[src/rtl/decode_support_unit.sv]
// Instruction-decode support: 32x32 register file, opcode control decoder and
// load-use hazard detector feeding the ID/EX pipeline register.
module decode_support_unit (
  input  logic        clk,
  input  logic        reset,
  input  logic [5:0]  opCode,
  input  logic [4:0]  readRegister1,
  input  logic [4:0]  readRegister2,
  input  logic [4:0]  writeRegister,
  input  logic [31:0] writeData,
  input  logic        regWrite,
  input  logic        idExMemRead,
  input  logic [4:0]  idExRt,
  output logic [31:0] readData1,
  output logic [31:0] readData2,
  output logic [1:0]  writeBackControl,
  output logic [2:0]  memAccessControl,
  output logic [3:0]  calculationControl,
  output logic        pcWrite,
  output logic        ifIdWrite,
  output logic        bubbleInstruction
);

  localparam logic [5:0] OP_RTYPE = 6'b000000;
  localparam logic [5:0] OP_LW    = 6'b100011;
  localparam logic [5:0] OP_SW    = 6'b101011;
  localparam logic [5:0] OP_BEQ   = 6'b000100;
  localparam logic [5:0] OP_ADDI  = 6'b001000;

  logic [31:0] regs_q [32];
  logic [8:0]  ctrl;
  logic        stall;

  // r0 is never written, so it stays at its reset value of zero.
  always_ff @(posedge clk or posedge reset) begin
    if (reset) begin
      for (int i = 0; i < 32; i++) begin
        regs_q[i] <= '0;
      end
    end else if (regWrite && (writeRegister != 5'd0)) begin
      regs_q[writeRegister] <= writeData;
    end
  end

  // No bypass: a value written at the rising edge appears here right after it.
  assign readData1 = (readRegister1 == 5'd0) ? 32'd0 : regs_q[readRegister1];
  assign readData2 = (readRegister2 == 5'd0) ? 32'd0 : regs_q[readRegister2];

  // ctrl = {WB[1:0], MEM[2:0], EX[3:0]}; unknown opcodes decode as a NOP.
  always_comb begin
    ctrl = 9'b00_000_0000;
    case (opCode)
      OP_RTYPE: ctrl = 9'b10_000_1100;
      OP_LW:    ctrl = 9'b11_010_0001;
      OP_SW:    ctrl = 9'b00_001_0001;
      OP_BEQ:   ctrl = 9'b00_100_0010;
      OP_ADDI:  ctrl = 9'b10_000_0001;
      default:  ctrl = 9'b00_000_0000;
    endcase
  end

  assign writeBackControl   = ctrl[8:7];
  assign memAccessControl   = ctrl[6:4];
  assign calculationControl = ctrl[3:0];

  // Register 0 is deliberately not excluded from the load-use compare.
  assign stall = idExMemRead && ((idExRt == readRegister1) || (idExRt == readRegister2));

  assign pcWrite           = ~stall;
  assign ifIdWrite         = ~stall;
  assign bubbleInstruction = stall;

endmodule

[config.mk]
export PLATFORM = sky130hd
export DESIGN_NAME = decode_support_unit
export DESIGN_NICKNAME = d
export VERILOG_FILES = /design/src/rtl/decode_support_unit.sv
export SDC_FILE = /design/constraint.sdc
export NUM_CORES = 2
export LEC_CHECK = 0
export ABC_AREA = 1
export CELL_PAD_IN_SITES_DETAIL_PLACEMENT = 2
export CELL_PAD_IN_SITES_GLOBAL_PLACEMENT = 2
export CORE_ASPECT_RATIO = 0.5
export CORE_MARGIN = 5
export CORE_UTILIZATION = 37
export CTS_BUF_LIST = sky130_fd_sc_hd__clkbuf_4
export DETAILED_ROUTE_END_ITERATION = 8
export PLACE_DENSITY = 0.84
export SYNTH_ARGS = -nofsm -noshare
export SYNTH_HDL_FRONTEND = slang
export SYNTH_SLANG_ARGS = --single-unit
[constraint.sdc]
create_clock -name clk -period 40.7 [get_ports clk]
set_clock_uncertainty 0.2 [all_clocks]
set_input_delay 8.14 -clock clk [delete_from_list [all_inputs] [get_ports clk]]
set_output_delay 8.14 -clock clk [all_outputs]
set_load 0.05 [all_outputs]
==> results.tsv <==
stage	metric	value	unit
run_status	status	completed	
logic_synthesis	cells after synthesis	8324	
floorplanning	CORE AREA	0.152	mm^2
sta	# setup viols final	0	
critical_path	worst flop-to-flop path endpoint	regs_q[256]$_DFFE_PP0P_	
sta	Worst Setup Slack, final	18250	ps
pwr	Power Dens Cells	48.2	mW/mm^2
sta	fin crit share	0.552	
logic_synthesis	Post-synth EDFFs	0	
logic_synthesis	Yosys cell types	26	
final_layout	synthesis-to-layout area growth	10.1	%
logic_synthesis	syn_nets	8386	
pwr	Total Power	3.01	mW
logic_synthesis	synth cell count leaders	nand2_1, o21ai_0, dfrtp_1, nand3_1, nor2_1	
pwr	Peak VDD IR	0.0156	mV
critical_path	worst-path fanout max	140	
global_route	GR Overflow Total	0	
clock_tree	Clock Path Buffers	4	
drt	DRC viols	0	
final_layout	number of fill cells	18000	
clock_tree	CTS Sinks	1024	
drt	Routed Wire Length	297	mm
drt	Via density	6.11	
sta	hold slack	203	ps
logic_synthesis	register bit count reported by yosys	1024	
clock_tree	H-tree depth	5	
floorplanning	Die Span Y	287	um
pwr	Sequential Power Share	0.456	
pwr	Comb power frac	0.221	
floorplanning	I/O pin cnt	138	
sta	Slew headroom	0.157	
drt	DRT iter0 DRCs	6514	
floorplanning	row count	101	
sta	Slew @ Worst Pin	1270	ps
final_layout	share of layout cells above drive strength 1	0.0723	
logic_synthesis	top post-synthesis cells by area	dfrtp_1, nand2_1, o21ai_0	
logic_synthesis	warnings from Yosys	0	
global_route	initial antenna violation count	29	
logic_synthesis	Synth top area share	0.452	
place	cell count after placement	9912	
clock_tree	Inserted Clock Buffers	279	
logic_synthesis	Synth area leader	dfrtp_1	
pwr	Clk pwr share	0.323	
sta	fin crit period	22450	ps
final_layout	Multi-input gate area	0.0275	mm^2
final_layout	Reg with most FFs	regs_q	
final_layout	Top Registers	regs_q (1024)	
global_route	vias in the first global route	67200	
pwr	P_sw	1.13	mW
final_layout	final std cells w/o fill	10400	
logic_synthesis	Synth Cell Area	0.0567	mm^2
clock_tree	setup repair bufs after CTS	0	
critical_path	R2R setup slack	39630	ps
place	dpl ws	18650	ps
clock_tree	Clk Latency, worst-skew pair	1150	ps
critical_path	critical path startpoint category	input port	
logic_synthesis	synthesized area per cell	6.81	um^2
drt	drt wl/cell	28.6	um
critical_path	Worst setup startpoint	readRegister2[0]	
sta	Final Hold Fails	0	
logic_synthesis	sequential area share after synthesis	0.452	
floorplanning	Die Span X	564	um
sta	Slew Limit Fails	0	
critical_path	CP endpoint kind	primary output	
critical_path	reg-to-reg startpoint	regs_q[256]$_DFFE_PP0P_	
hold_path	Hold Crit Class	flip-flop to flip-flop	
critical_path	critical path class	input port to primary output	
drt	TritonRoute pass-1 iters	5	
clock_tree	CTS clk-pin slew, worst paths	60	ps
run	Max Cap Viol	0	
floorplanning	die area	0.162	mm^2
logic_synthesis	Top FF cell, synth	dfrtp_1	
pwr	static leakage	29.7	nW
drt	via count	63400	
clock_tree	Post-CTS Resized	0	
final_layout	Reg area	0.0256	mm^2
critical_path	critical path data required time	32360	ps
global_route	first-pass GRT wire length	439	mm
pwr	Pint	1.89	mW
pwr	Sw Share	0.373	
clock_tree	cts hold-fix bufs	0	
global_route	pin count of the biggest net entering global routing	163	
clock_tree	CTS tree	built	
final_layout	max FFs per register	1024	
sta	post-route setup TNS	0	ps
drt	number of nets with antenna violations after routing	0	
global_route	total track usage	0.358	
logic_synthesis	Synth async-reset ratio	1.00	
logic_synthesis	most frequent cell after synthesis	nand2_1	
critical_path	critical path arrival	14110	ps
critical_path	Reg2Reg Depth	2	
place	Port Buffers	137	
place	final estimated routing congestion in global placement	0.808	
sta	Max Freq	0.0445	GHz
floorplanning	Starting Density	0.373	
clock_tree	clk root buf	clkbuf_4	
final_layout	# nets final	8195	
place	Detail Placement HPWL	162	mm
critical_path	Critical Path End	readData2[19]	
sta	RSZ-0062 raised after global routing	false	
[routing by layer]
metal	global-route usage	part of all wire	vias up
li1	-	-	26700
met1	0.478	0.43	33200
met2	0.567	0.45	2781
met3	0.0622	0.077	766
met4	0.167	0.051	14
met5	0	0.00034	-
[worst min path at each step]
stage,start,endpoint,slack [ps],cells past startpoint
2_1_floorplan,regs_q[1001]$_DFFE_PP0P_,regs_q[1001]$_DFFE_PP0P_,250,1
3_3_place_gp,regs_q[995]$_DFFE_PP0P_,regs_q[995]$_DFFE_PP0P_,190,0
3_5_place_dp,regs_q[997]$_DFFE_PP0P_,regs_q[997]$_DFFE_PP0P_,190,0
4_1_cts,regs_q[997]$_DFFE_PP0P_,regs_q[997]$_DFFE_PP0P_,210,0
5_1_grt,regs_q[997]$_DFFE_PP0P_,regs_q[997]$_DFFE_PP0P_,220,0
6_report,regs_q[1008]$_DFFE_PP0P_,regs_q[1008]$_DFFE_PP0P_,200,0
[stage by stage]
stage                     area, um^2  utilization
final                          62400        0.411
after CTS                      62400        0.411
after detailed placement       59100        0.389
after global routing           62400        0.411
after floorplan                56700            -
after global placement         59100        0.389
[power groups by stage]
| stage | Clock (mW) | Combinational, mW | Sequential, mW |
|---|---|---|---|
| 2_1_floorplan | 0 | 0.441 | 1.33 |
| 3_3_place_gp | 0 | 0.602 | 1.37 |
| 3_5_place_dp | 0 | 0.643 | 1.38 |
| 4_1_cts | 0.980 | 0.658 | 1.37 |
| 5_1_grt | 1.04 | 0.737 | 1.39 |
| 6_report | 0.973 | 0.665 | 1.37 |
[critical path: stages]
cell	delay, ps
buf_8	190
inv_8	750
buf_12	530
buf_4	870
buf_4	730
nand2_1	130
nand3_1	100
nand3_1	150
nand2_1	110
nand2_1	50
nand2_1	90
nor2_1	70
nor2_1	700
clkdlybuf4s50_1	960
[logic make-up after synthesis]
family	synth area share
flip-flops	0.452
AND/OR/NAND/NOR	0.334
AO/OA/AOI/OAI	0.145
buffers and inverters	0.0679
XOR/XNOR	0.00124
[cell type report]
class / count / share of cell area
tap: 2060 / 0.0413
timing repair buffer: 244 / 0.0371
clock inverter: 50 / 0.00409
sequential: 1024 / 0.410
multi-input combinational: 6308 / 0.440
antenna: 11 / 0.000441
inverter: 276 / 0.0174
clock buffer: 409 / 0.0492
[cell usage in the layout (no fill, tap or decap), drive strengths merged, types with 7 or more instances in the layout]
master,count
buf,117
clkdlybuf4s50,127
nand2,3068
o211ai,63
o21ai,1327
inv,281
clkinv,42
nor2,610
nor3,9
and3,7
clkbuf,409
a21oi,224
nand3,986
dfrtp,1024
diode,11
(Power assumes the default switching activity.)
